===== config.mk =====
export PLATFORM = sky130hd
export DESIGN_NAME = reg_pipeline
export DESIGN_NICKNAME = d
export VERILOG_FILES = /design/src/rtl/reg_pipeline_pkg.sv /design/src/rtl/reg_pipe_stage.sv /design/src/rtl/reg_pipeline.sv
export SDC_FILE = /design/constraint.sdc
export NUM_CORES = 1
export LEC_CHECK = 0
export CORE_MARGIN = 2
export CORE_UTILIZATION = 35
export CTS_BUF_LIST = sky130_fd_sc_hd__clkbuf_8
export DETAILED_ROUTE_END_ITERATION = 12
export PLACE_DENSITY_LB_ADDON = 0.25
export RECOVER_POWER = 25
export SLEW_MARGIN = 0
export SYNTH_ARGS = -nofsm -noshare
export SYNTH_HDL_FRONTEND = slang
export SYNTH_SLANG_ARGS = --single-unit

===== constraint.sdc =====
create_clock -name clk -period 3.1 [get_ports clk]
set_input_delay 0.31 -clock clk [delete_from_list [all_inputs] [get_ports clk]]
set_output_delay 0.31 -clock clk [all_outputs]
set_load 0.03 [all_outputs]

===== src/rtl/reg_pipeline_pkg.sv =====
// Shared defaults for the register pipeline slice.
// Kept tiny on purpose: the pipeline itself needs no shared types.
package reg_pipeline_pkg;

  localparam int DEF_WIDTH = 8;
  localparam int DEF_DEPTH = 4;

endpackage


===== src/rtl/reg_pipe_stage.sv =====
// One stage of the pipeline: a valid bit plus a data register.
// Data loads only when the stage receives a word; it holds otherwise, even when invalid.
module reg_pipe_stage #(
  parameter int               WIDTH     = 8,
  parameter logic [WIDTH-1:0] RESET_VAL = '0
) (
  input  logic             clk,
  input  logic             rst,
  input  logic             flush,
  input  logic             load,
  input  logic [WIDTH-1:0] dat_in,
  input  logic             vld_in,
  input  logic             advance,
  output logic             vld_q,
  output logic [WIDTH-1:0] dat_q
);

  logic             r_vld;
  logic [WIDTH-1:0] r_dat;

  // Load wins over advance: the stage refills in the same cycle it empties.
  always_ff @(posedge clk) begin
    if (rst) begin
      r_vld <= 1'b0;
      r_dat <= RESET_VAL;
    end else if (flush) begin
      r_vld <= 1'b0;
    end else if (load) begin
      r_vld <= vld_in;
      r_dat <= dat_in;
    end else if (advance) begin
      r_vld <= 1'b0;
    end
  end

  assign vld_q = r_vld;
  assign dat_q = r_dat;

endmodule


===== src/rtl/reg_pipeline.sv =====
// Stallable, bubble-collapsing register pipeline with valid/ready flow control.
// Handshake: a word moves on a port in any cycle where valid && ready are both high at the rising edge.
module reg_pipeline
  import reg_pipeline_pkg::*;
#(
  parameter int               WIDTH     = DEF_WIDTH,
  parameter int               DEPTH     = DEF_DEPTH,
  parameter logic [WIDTH-1:0] RESET_VAL = '0,
  localparam int              CNT_W     = $clog2(DEPTH + 1)
) (
  input  logic             clk,
  input  logic             rst,
  input  logic             flush,
  input  logic             in_valid,
  output logic             in_ready,
  input  logic [WIDTH-1:0] in_data,
  output logic             out_valid,
  input  logic             out_ready,
  output logic [WIDTH-1:0] out_data,
  output logic [CNT_W-1:0] occupancy
);

  logic [DEPTH-1:0] w_vld;
  logic [DEPTH-1:0] w_adv;
  logic [WIDTH-1:0] w_dat [DEPTH];
  logic             w_accept;
  logic             w_xfer;
  logic [CNT_W-1:0] r_occ;

  // Advance chain is resolved from the output end backwards, so a free or
  // emptying downstream stage lets every valid stage behind it move.
  always_comb begin
    logic [DEPTH-1:0] v_adv;
    v_adv            = '0;
    v_adv[DEPTH-1]   = w_vld[DEPTH-1] && out_ready;
    for (int k = DEPTH - 2; k >= 0; k--) begin
      v_adv[k] = w_vld[k] && (!w_vld[k+1] || v_adv[k+1]);
    end
    w_adv = v_adv;
  end

  assign in_ready = !rst && !flush && (!w_vld[0] || w_adv[0]);
  assign w_accept = in_valid && in_ready;
  assign w_xfer   = w_adv[DEPTH-1];

  for (genvar k = 0; k < DEPTH; k++) begin : g_stage
    logic             w_ld;
    logic [WIDTH-1:0] w_din;

    if (k == 0) begin : g_head
      assign w_ld  = w_accept;
      assign w_din = in_data;
    end else begin : g_body
      assign w_ld  = w_adv[k-1];
      assign w_din = w_dat[k-1];
    end

    reg_pipe_stage #(
      .WIDTH    (WIDTH),
      .RESET_VAL(RESET_VAL)
    ) u_stage (
      .clk    (clk),
      .rst    (rst),
      .flush  (flush),
      .load   (w_ld),
      .dat_in (w_din),
      .vld_in (1'b1),
      .advance(w_adv[k]),
      .vld_q  (w_vld[k]),
      .dat_q  (w_dat[k])
    );
  end

  // Accept is already blocked during flush, so only the transfer can race the clear.
  always_ff @(posedge clk) begin
    if (rst || flush) begin
      r_occ <= '0;
    end else if (w_accept && !w_xfer) begin
      r_occ <= r_occ + CNT_W'(1);
    end else if (!w_accept && w_xfer) begin
      r_occ <= r_occ - CNT_W'(1);
    end
  end

  assign out_valid = w_vld[DEPTH-1];
  assign out_data  = w_dat[DEPTH-1];
  assign occupancy = r_occ;

endmodule

==> qor.yml, run 1 <==
design.die.area_sq_mm: 0.00566
slew_headroom_pct: 47.5
synth_largest_type_area_fraction_pct: 43.9
timing_hold_violations_final: 0
post_syn_instances: 200
die_height_um: 75.3
period_share_pct: 84.0
synth_area_sq_mm: 0.00178
flow.area_growth_from_synthesis_pct: 19.4
post_drt_wl_per_cell_um: 11.8
drt_first_iter_violations: 50
std_cell_rows: 25
fillCellCount: 528
cts_tree: "yes"
max_clock_freq_mhz: 384
crit_arrival_ps: 2830
cts_htree_levels: 2
vdd.ir_drop.worst_uv: 211
critical-path-top-cell-by-count: "sky130_fd_sc_hd__a21oi_1"
max-clock-path-buffers: 2
pwr_density_cell_mw_per_mm2: 430
skew_ps: 7.11
synth_fp_nets: 215
antenna_found_initial: 0
final_layout_size_suffix_gt1_share_pct: 5.02
antenna_cells_inserted: 0
synth.distinct_cells: 27
critical_path_peak_fanout: 11
endpoint_kind: "flop"
top_level_ports: 26
synthesis.yosys.warnings: 0
synthesis.area_per_instance_sq_um: 8.88
initial_core_util_pct: 36.9
route.vias.total: 1345
postSynthRegisterBits: 39
synth_area_leaders: "sky130_fd_sc_hd__dfxtp_1, sky130_fd_sc_hd__nand2b_1, sky130_fd_sc_hd__mux2i_1"
final-setup-viol-count: 0
max_cap_viol_count: 0
global_route.overflow_total: 0
synth_largest_area_cell: "sky130_fd_sc_hd__dfxtp_1"
critPathSlowestCell: "sky130_fd_sc_hd__dlygate4sd3_1"
final_util_pct: 44.1
worst_ep_required_time_ps: 3320
portBuffers: 25
nNetsFinal: 233
post_synthesis_sequential_area_ratio_pct: 43.9
clock-root-buffer: "sky130_fd_sc_hd__clkbuf_8"
dp_hpwl_mm: 2.36
type_of_the_most_critical_hold_path: "flop to flop"
hold_buffers: 0
route.final.wire_length_mm: 3.38
timing_worst_setup_path_type: "primary input to flop"
worst_path_largest_cell_delay_ps: 600
grt_util_all_layers_pct: 14.1
tritoncts_buffer_count: 5
drtAntennaViolNets: 0
leakage_nw: 0.837
timing_max_transition_violations_final: 0
post-cts-setup-buffer-count: 0
postCtsResizedCells: 0
drt_pass1_iterations: 4
critical_path.startpoint_type: "primary input"
cts.sinks: 39
status: "finished, final reports clean"
total_area_of_multi_input_combinational_cells_sq_um: 881
floorplan.die.width_um: 75.3
drcViolationCount: 0
grt_pass1_vias: 1267
core-area_sq_mm: 0.00482
holdPathStages: 2
vias_per_cell: 4.70
global_placer_s_final_weighted_congestion: 0.737
grt_max_degree: 49
crit_chain: "dlygate4sd3_1, and4b_1, a21oi_1, and2_1, ha_1, inv_1, fa_1, xor2_1, or3_1, a21oi_1"
ff2ff_path_depth: 9
worst_skew_pair.late_latency_ps: 290
clk_pin_slew_worst_paths_ps: 80
min_period_ps: 2600
timing.setup.tns_ps: 0
setup_repair_after_global_routing_missed_its_margin: "no"
grt_pass1_wl_mm: 6.00
sequential_cell_area_sq_um: 781
timing_worst_slew_pin_value_ps: 785
==> metrics by stage <==
| step | setup WS (ps) | cells | instance area, sq um | power [mW] | hold WS, ps |
|---|---|---|---|---|---|
| 4_1_cts | 527 | 286 | 2130 | 0.923 | 470 |
| 2_1_floorplan | 312 | 200 | 1780 | 0.566 | 427 |
| 6_report | 495 | 286 | 2120 | 0.912 | 466 |
| 3_3_place_gp | 317 | 278 | 2040 | 0.592 | 454 |
| 3_5_place_dp | 234 | 278 | 2040 | 0.593 | 457 |
| 5_1_grt | 387 | 286 | 2120 | 0.956 | 496 |
==> cell type report <==
class                           count  share of cell area [%]
Multi-Input combinational cell    137                    41.5
Sequential cell                    39                    36.8
Timing Repair Buffer               26                    12.1
Tap cell                           67                    3.95
Clock buffer                        5                    3.24
Inverter                            9                    1.59
Clock inverter                      3                   0.767
==> cell usage in the layout, fill, tap and decap left out, drive strengths merged <==
master and n:
a2111oi 8, a21oi 13, and2 1, and4b 1
buf 1, clkbuf 5, clkdlybuf4s50 17, clkinv 1
clkinvlp 1, dfxtp 39, dlygate4sd3 8, fa 1
ha 1, inv 10, mux2i 17, nand2 9
nand2b 28, nand3 8, nand3b 1, nand4b 1
nor2 16, nor2b 3, nor3 8, o21ai 9
or2 1, or3 9, xor2 2
==> cell usage after synthesis (all sizes together) <==
library cell and number:
fa 1, nor3 8, buf 7, mux2i 17
a21oi 13, nor2 16, ha 1, nor2b 3
or2 1, nand2 9, xor2 2, a2111oi 8
or3 9, and2 1, clkbuf 8, nand2b 28
o21ai 9, inv 9, nand4b 1, dfxtp 39
and4b 1, nand3 8, nand3b 1
==> registers in the layout, indices dropped and copies added, names as in the netlist <==
| signal | cells |
|---|---|
| occupancy | 3 |
| g_stage.u_stage.dat_q | 32 |
| g_stage.u_stage.vld_q | 4 |
==> critical path: cells and delay by family <==
family	cells	cell delay [ps]
buffers and inverters	2	670
XOR/XNOR	1	150
AND/OR/NAND/NOR	3	790
AO/OA/AOI/OAI	2	350
adder cells (fa/ha/maj)	2	570
==> final timing paths <==
path / startpoint / end / slack, ps
max: out_ready / occupancy[2] / 500
min: g_stage[2].u_stage.dat_q[7] / g_stage[3].u_stage.dat_q[7] / 470
max reg2reg: g_stage[2].u_stage.vld_q / occupancy[2] / 720
min reg2reg: g_stage[2].u_stage.dat_q[7] / g_stage[3].u_stage.dat_q[7] / 470
==> where the power goes <==
part,internal [mW],switching (mW),leakage [nW]
clock network,0.154,0.177,0.0453
registers,0.508,0.00662,0.315
logic,0.0345,0.0316,0.476
total,0.696,0.216,0.837
==> kinds of logic (layout without fill, tap and decap cells) <==
kind of cell	count (synthesis)	count (layout)	share of synthesized area [%]
AND/OR/NAND/NOR	86	86	26.6
AO/OA/AOI/OAI	30	30	10.8
multiplexers	17	17	9.58
flip-flops	39	39	43.9
buffers and inverters	24	43	6.27
XOR/XNOR	2	2	0.986
adder cells (fa/ha/maj)	2	2	1.83
==> metal layers <==
metal  vias up  GRT usage [%]  routed length [um]
met1       596           19.7                1750
li1        718              -                   -
met2        24           20.3                1460
met3         7           3.61                 111
met4         0           6.43                  63
met5         -              0                   0
Note: power is estimated with default switching activity, not from simulation.
==> run 2, diff against run 1 <==
- clock period: 3.1 -> 2.5 ns (I/O delays scaled with it)
==> run 2 against run 1 <==
Power rose by 38%. Via count rose by 2.8%. Clock power rose by 61%. Worst setup slack got worse by 250 ps. Sequential share of layout area fell by 1.2 points. Sequential power rose by 23%. First-iteration DRC count rose by 40%. Register-to-register slack got worse by 360 ps. Critical path type unchanged. Critical endpoint unchanged.
==> qor.yml, run 2 (synthesis results as in run 1) <==
skew_ps: 8.48
portBuffers: 25
nNetsFinal: 240
slew_headroom_pct: 32.0
final_layout_size_suffix_gt1_share_pct: 7.52
type_of_the_most_critical_hold_path: "flop to flop"
core-area_sq_mm: 0.00482
drtAntennaViolNets: 0
hold-worst-slack_ps: 465
drt_first_iter_violations: 70
timing_worst_slew_pin_value_ps: 1020
max-clock-path-buffers: 2
route.vias.total: 1382
timing_hold_violations_final: 0
power.internal_mw: 0.999
tritoncts_buffer_count: 5
cts_tree: "yes"
die_height_um: 75.3
grt_util_all_layers_pct: 14.3
worst_skew_pair.late_latency_ps: 290
design.die.area_sq_mm: 0.00566
antenna_found_initial: 0
max_clock_freq_mhz: 443
grt_pass1_wl_mm: 6.15
leakage_nw: 0.847
sequential_cell_area_sq_um: 781
timing_worst_setup_path_type: "primary input to flop"
antenna_cells_inserted: 0
endpoint_kind: "flop"
initial_core_util_pct: 36.9
share_comb_of_total_power_pct: 7.1
total_area_of_multi_input_combinational_cells_sq_um: 885
route.final.wire_length_mm: 3.43
final-setup-viol-count: 0
post_drt_wl_per_cell_um: 11.7
cts.sinks: 39
timing_max_transition_violations_final: 0
hold_buffers: 0
critical_path.startpoint_type: "primary input"
crit_arrival_ps: 2470
floorplan.die.width_um: 75.3
global_route.overflow_total: 0
seqPwrFrac_pct: 50.5
std_cell_rows: 25
pwr_density_cell_mw_per_mm2: 574
post-cts-setup-buffer-count: 0
largest_register_ff_count: 32
status: "finished, final reports clean"
vdd.ir_drop.worst_uv: 261
power_switching_mw: 0.261
final_util_pct: 45.5
top_level_ports: 26
postCtsResizedCells: 0
dp_hpwl_mm: 2.38
setup_repair_after_global_routing_missed_its_margin: "no"
cts_htree_levels: 2
period_share_pct: 90.3
grt_pass1_vias: 1299
max_cap_viol_count: 0
worst_ep_required_time_ps: 2720
timing.setup.tns_ps: 0
grt_max_degree: 49
most-common-layout-cells: "sky130_fd_sc_hd__dfxtp_1, sky130_fd_sc_hd__nand2b_1, sky130_fd_sc_hd__clkdlybuf4s50_1"
fillCellCount: 517
flow.area_growth_from_synthesis_pct: 23.5
drcViolationCount: 0
drt_pass1_iterations: 4
min_period_ps: 2260
critical_path_peak_fanout: 2
switching_share_pct: 20.7
clock-root-buffer: "sky130_fd_sc_hd__clkbuf_8"
global_placer_s_final_weighted_congestion: 0.751
pwr-share-clk_pct: 42.4
clk_pin_slew_worst_paths_ps: 70
vias_per_cell: 4.72
mostFrequentLayoutCell: "sky130_fd_sc_hd__dfxtp_1"
run 2: changes by cell type in the layout (fill, tap and decap cells not counted), sizes merged:
cell / delta
buf: +4
clkdlybuf4s50: +6
clkbuf: +5
inv: -1
clkinvlp: -1
dlygate4sd3: -7
bufinv: +1
run 2: metal layers:
metal	track usage (%)	part of all wire, %
met1	19.8	52
met2	21.2	42
met3	4.02	4.2
met4	5.26	1.5
met5	0	0
run 2: final cells by class:
type / count / area share (%)
inverters: 9 / 1.54
clock inverters: 2 / 1.60
clock buffers: 6 / 3.76
multi-input cells: 137 / 40.3
repair buffers: 33 / 13.3
flip-flops and latches: 39 / 35.6
well taps: 67 / 3.82
run 2: worst paths after layout:
check                         startpoint                           to  slack (ps)  cells after the start
max                            out_ready                 occupancy[2]         240                     10
min          g_stage[2].u_stage.dat_q[7]  g_stage[3].u_stage.dat_q[7]         460                      2
min reg2reg  g_stage[2].u_stage.dat_q[7]  g_stage[3].u_stage.dat_q[7]         460                      2
max reg2reg     g_stage[2].u_stage.vld_q                 occupancy[2]         360                      9
run 2: stage by stage:
step | cell area, sq um | cells | power [mW] | setup slack [ps]
global placement | 2100 | 285 | 0.742 | 26.9
CTS | 2220 | 293 | 1.28 | 289
finish | 2190 | 293 | 1.26 | 244
detailed placement | 2100 | 285 | 0.742 | -24.6
floorplan | 1790 | 200 | 0.703 | 35.2
global route | 2190 | 293 | 1.32 | 173
run 2: power by group through the flow:
stage | sequential [mW] | clock, mW | combinational [mW]
3_3_place_gp | 0.650 | 0 | 0.0915
4_1_cts | 0.636 | 0.553 | 0.0920
3_5_place_dp | 0.650 | 0 | 0.0916
2_1_floorplan | 0.651 | 0 | 0.0518
6_report | 0.636 | 0.534 | 0.0896
5_1_grt | 0.637 | 0.586 | 0.0986
run 2: critical path: stages:
cell and delay (ps):
sky130_fd_sc_hd__dlygate4sd3_1 540, sky130_fd_sc_hd__and4b_4 220, sky130_fd_sc_hd__a21oi_4 140, sky130_fd_sc_hd__and2_1 130, sky130_fd_sc_hd__ha_1 160, sky130_fd_sc_hd__inv_1 50
sky130_fd_sc_hd__fa_1 370, sky130_fd_sc_hd__xor2_1 160, sky130_fd_sc_hd__or3_1 310, sky130_fd_sc_hd__a21oi_1 140
==> run 3, diff against run 2 <==
- CAP_MARGIN: default -> 20
- PLACE_DENSITY: default -> 0.55
- PLACE_DENSITY_LB_ADDON: 0.25 -> default
==> run 3 against run 2 <==
Flip-flop and latch count is the same. Combinational power grew 1%. Cell area grew 0.29%. Die area is the same. Register-to-register slack lost 30 ps. Clock power shrank 2%. Count of clock-buffer cells in the layout shrank 1. First-iteration DRC count grew 46%. Worst setup slack gained 17 ps. Critical endpoint unchanged. Largest cell class unchanged. Largest power group unchanged.
==> qor.yml, run 3 (synthesis results as in run 1) <==
drcViolationCount: 0
timing_worst_setup_path_type: "primary input to flop"
global_route.overflow_total: 0
die_height_um: 75.3
fillCellCount: 504
total_area_of_multi_input_combinational_cells_sq_um: 885
dp_hpwl_mm: 2.35
critical_path_peak_fanout: 2
pwr_density_cell_mw_per_mm2: 569
grt_pass1_wl_mm: 5.87
antenna_cells_inserted: 0
core-area_sq_mm: 0.00482
status: "finished, final reports clean"
min_period_ps: 2240
final_util_pct: 45.7
mostFrequentLayoutCell: "sky130_fd_sc_hd__dfxtp_1"
vdd.ir_drop.worst_uv: 247
timing_max_transition_violations_final: 0
slew_headroom_pct: 36.2
ff2ff_path_depth: 9
final-setup-viol-count: 0
timing_hold_violations_final: 0
worst_ep_required_time_ps: 2720
drtAntennaViolNets: 0
antenna_found_initial: 0
timing_worst_slew_pin_value_ps: 958
max-clock-path-buffers: 2
drt_pass1_iterations: 4
top_level_ports: 26
type_of_the_most_critical_hold_path: "flop to flop"
design.die.area_sq_mm: 0.00566
nNetsFinal: 241
critical_path.startpoint_type: "primary input"
cts_tree: "yes"
holdPathStages: 2
grt_max_degree: 49
std_cell_rows: 25
vias_per_cell: 4.56
final_layout_size_suffix_gt1_share_pct: 8.37
setup_repair_after_global_routing_missed_its_margin: "no"
post-cts-setup-buffer-count: 0
clock-root-buffer: "sky130_fd_sc_hd__clkbuf_8"
endpoint_kind: "flop"
cts.sinks: 39
crit_arrival_ps: 2460
initial_core_util_pct: 36.9
clk_pin_slew_worst_paths_ps: 80
cts_htree_levels: 2
sequential_cell_area_sq_um: 781
flow.area_growth_from_synthesis_pct: 23.8
global_placer_s_final_weighted_congestion: 0.763
floorplan.die.width_um: 75.3
place_worst_setup_slack_ps: -34.3
leakage_nw: 0.853
r2r_setup_slack_ps: 330
drt_first_iter_violations: 102
post_drt_wl_per_cell_um: 11.5
skew_ps: 4.62
grt_pass1_vias: 1233
most-common-layout-cells: "sky130_fd_sc_hd__dfxtp_1, sky130_fd_sc_hd__nand2b_1, sky130_fd_sc_hd__clkdlybuf4s50_1"
tritoncts_buffer_count: 5
worst_skew_pair.late_latency_ps: 290
period_share_pct: 89.6
hold_buffers: 0
portBuffers: 25
grt_util_all_layers_pct: 13.6
route.vias.total: 1340
fin_total_pwr_mw: 1.25
hold-worst-slack_ps: 465
route.final.wire_length_mm: 3.37
max_clock_freq_mhz: 447
postCtsResizedCells: 0
largest_register_ff_count: 32
final.setup.worst_slack_ps: 260
max_cap_viol_count: 0
## run 3: changes by cell type in the layout (fill, tap and decap cells not counted), sizes merged
cell	previous run	this run
buf	5	7
clkbuf	10	8
clkdlybuf4s50	23	24
clkinv	1	2
dlygate4sd3	1	0
## run 3: where the power goes
group | leakage (nW) | switching, mW | internal [mW]
Clock | 0.0581 | 0.228 | 0.297
Sequential | 0.315 | 0.00529 | 0.630
Combinational | 0.479 | 0.0433 | 0.0472
## run 3: path summary, 6_finish.rpt
path / from / to
setup / recovery: flush / occupancy[2]
hold / removal: g_stage[2].u_stage.dat_q[7] / g_stage[3].u_stage.dat_q[7]
hold reg to reg: g_stage[2].u_stage.dat_q[7] / g_stage[3].u_stage.dat_q[7]
setup reg to reg: g_stage[3].u_stage.vld_q / occupancy[2]
## run 3: critical path, cell delays in order
cell                              delay (ps)
sky130_fd_sc_hd__clkdlybuf4s50_1         410
sky130_fd_sc_hd__or2_2                   330
sky130_fd_sc_hd__a21oi_4                 120
sky130_fd_sc_hd__and2_1                  140
sky130_fd_sc_hd__ha_1                    170
sky130_fd_sc_hd__inv_1                    60
sky130_fd_sc_hd__fa_1                    380
sky130_fd_sc_hd__xor2_1                  160
sky130_fd_sc_hd__or3_1                   310
sky130_fd_sc_hd__a21oi_1                 140
## run 3: metal layers
layer  share of wire, %  global-route usage, %  up-vias
met5                  0                      0        -
met2                 39                   19.5       37
met1                 54                   19.4      569
met4                1.6                   5.26        0
li1                   -                      -      729
met3                5.0                   3.61        5
## run 3: layout make-up
class | count | area share, %
inverter | 9 | 1.54
timing repair buffer | 34 | 13.8
clock inverter | 3 | 1.99
tap | 67 | 3.81
sequential | 39 | 35.5
clock buffer | 5 | 3.13
multi-input combinational | 137 | 40.2
## run 3: stage by stage
step | TNS (ps) | instances | instance area, sq um
4_1_cts | 0 | 294 | 2220
5_1_grt | 0 | 294 | 2200
6_report | 0 | 294 | 2200
3_3_place_gp | 0 | 286 | 2110
3_5_place_dp | -34.3 | 286 | 2110
2_1_floorplan | 0 | 200 | 1790
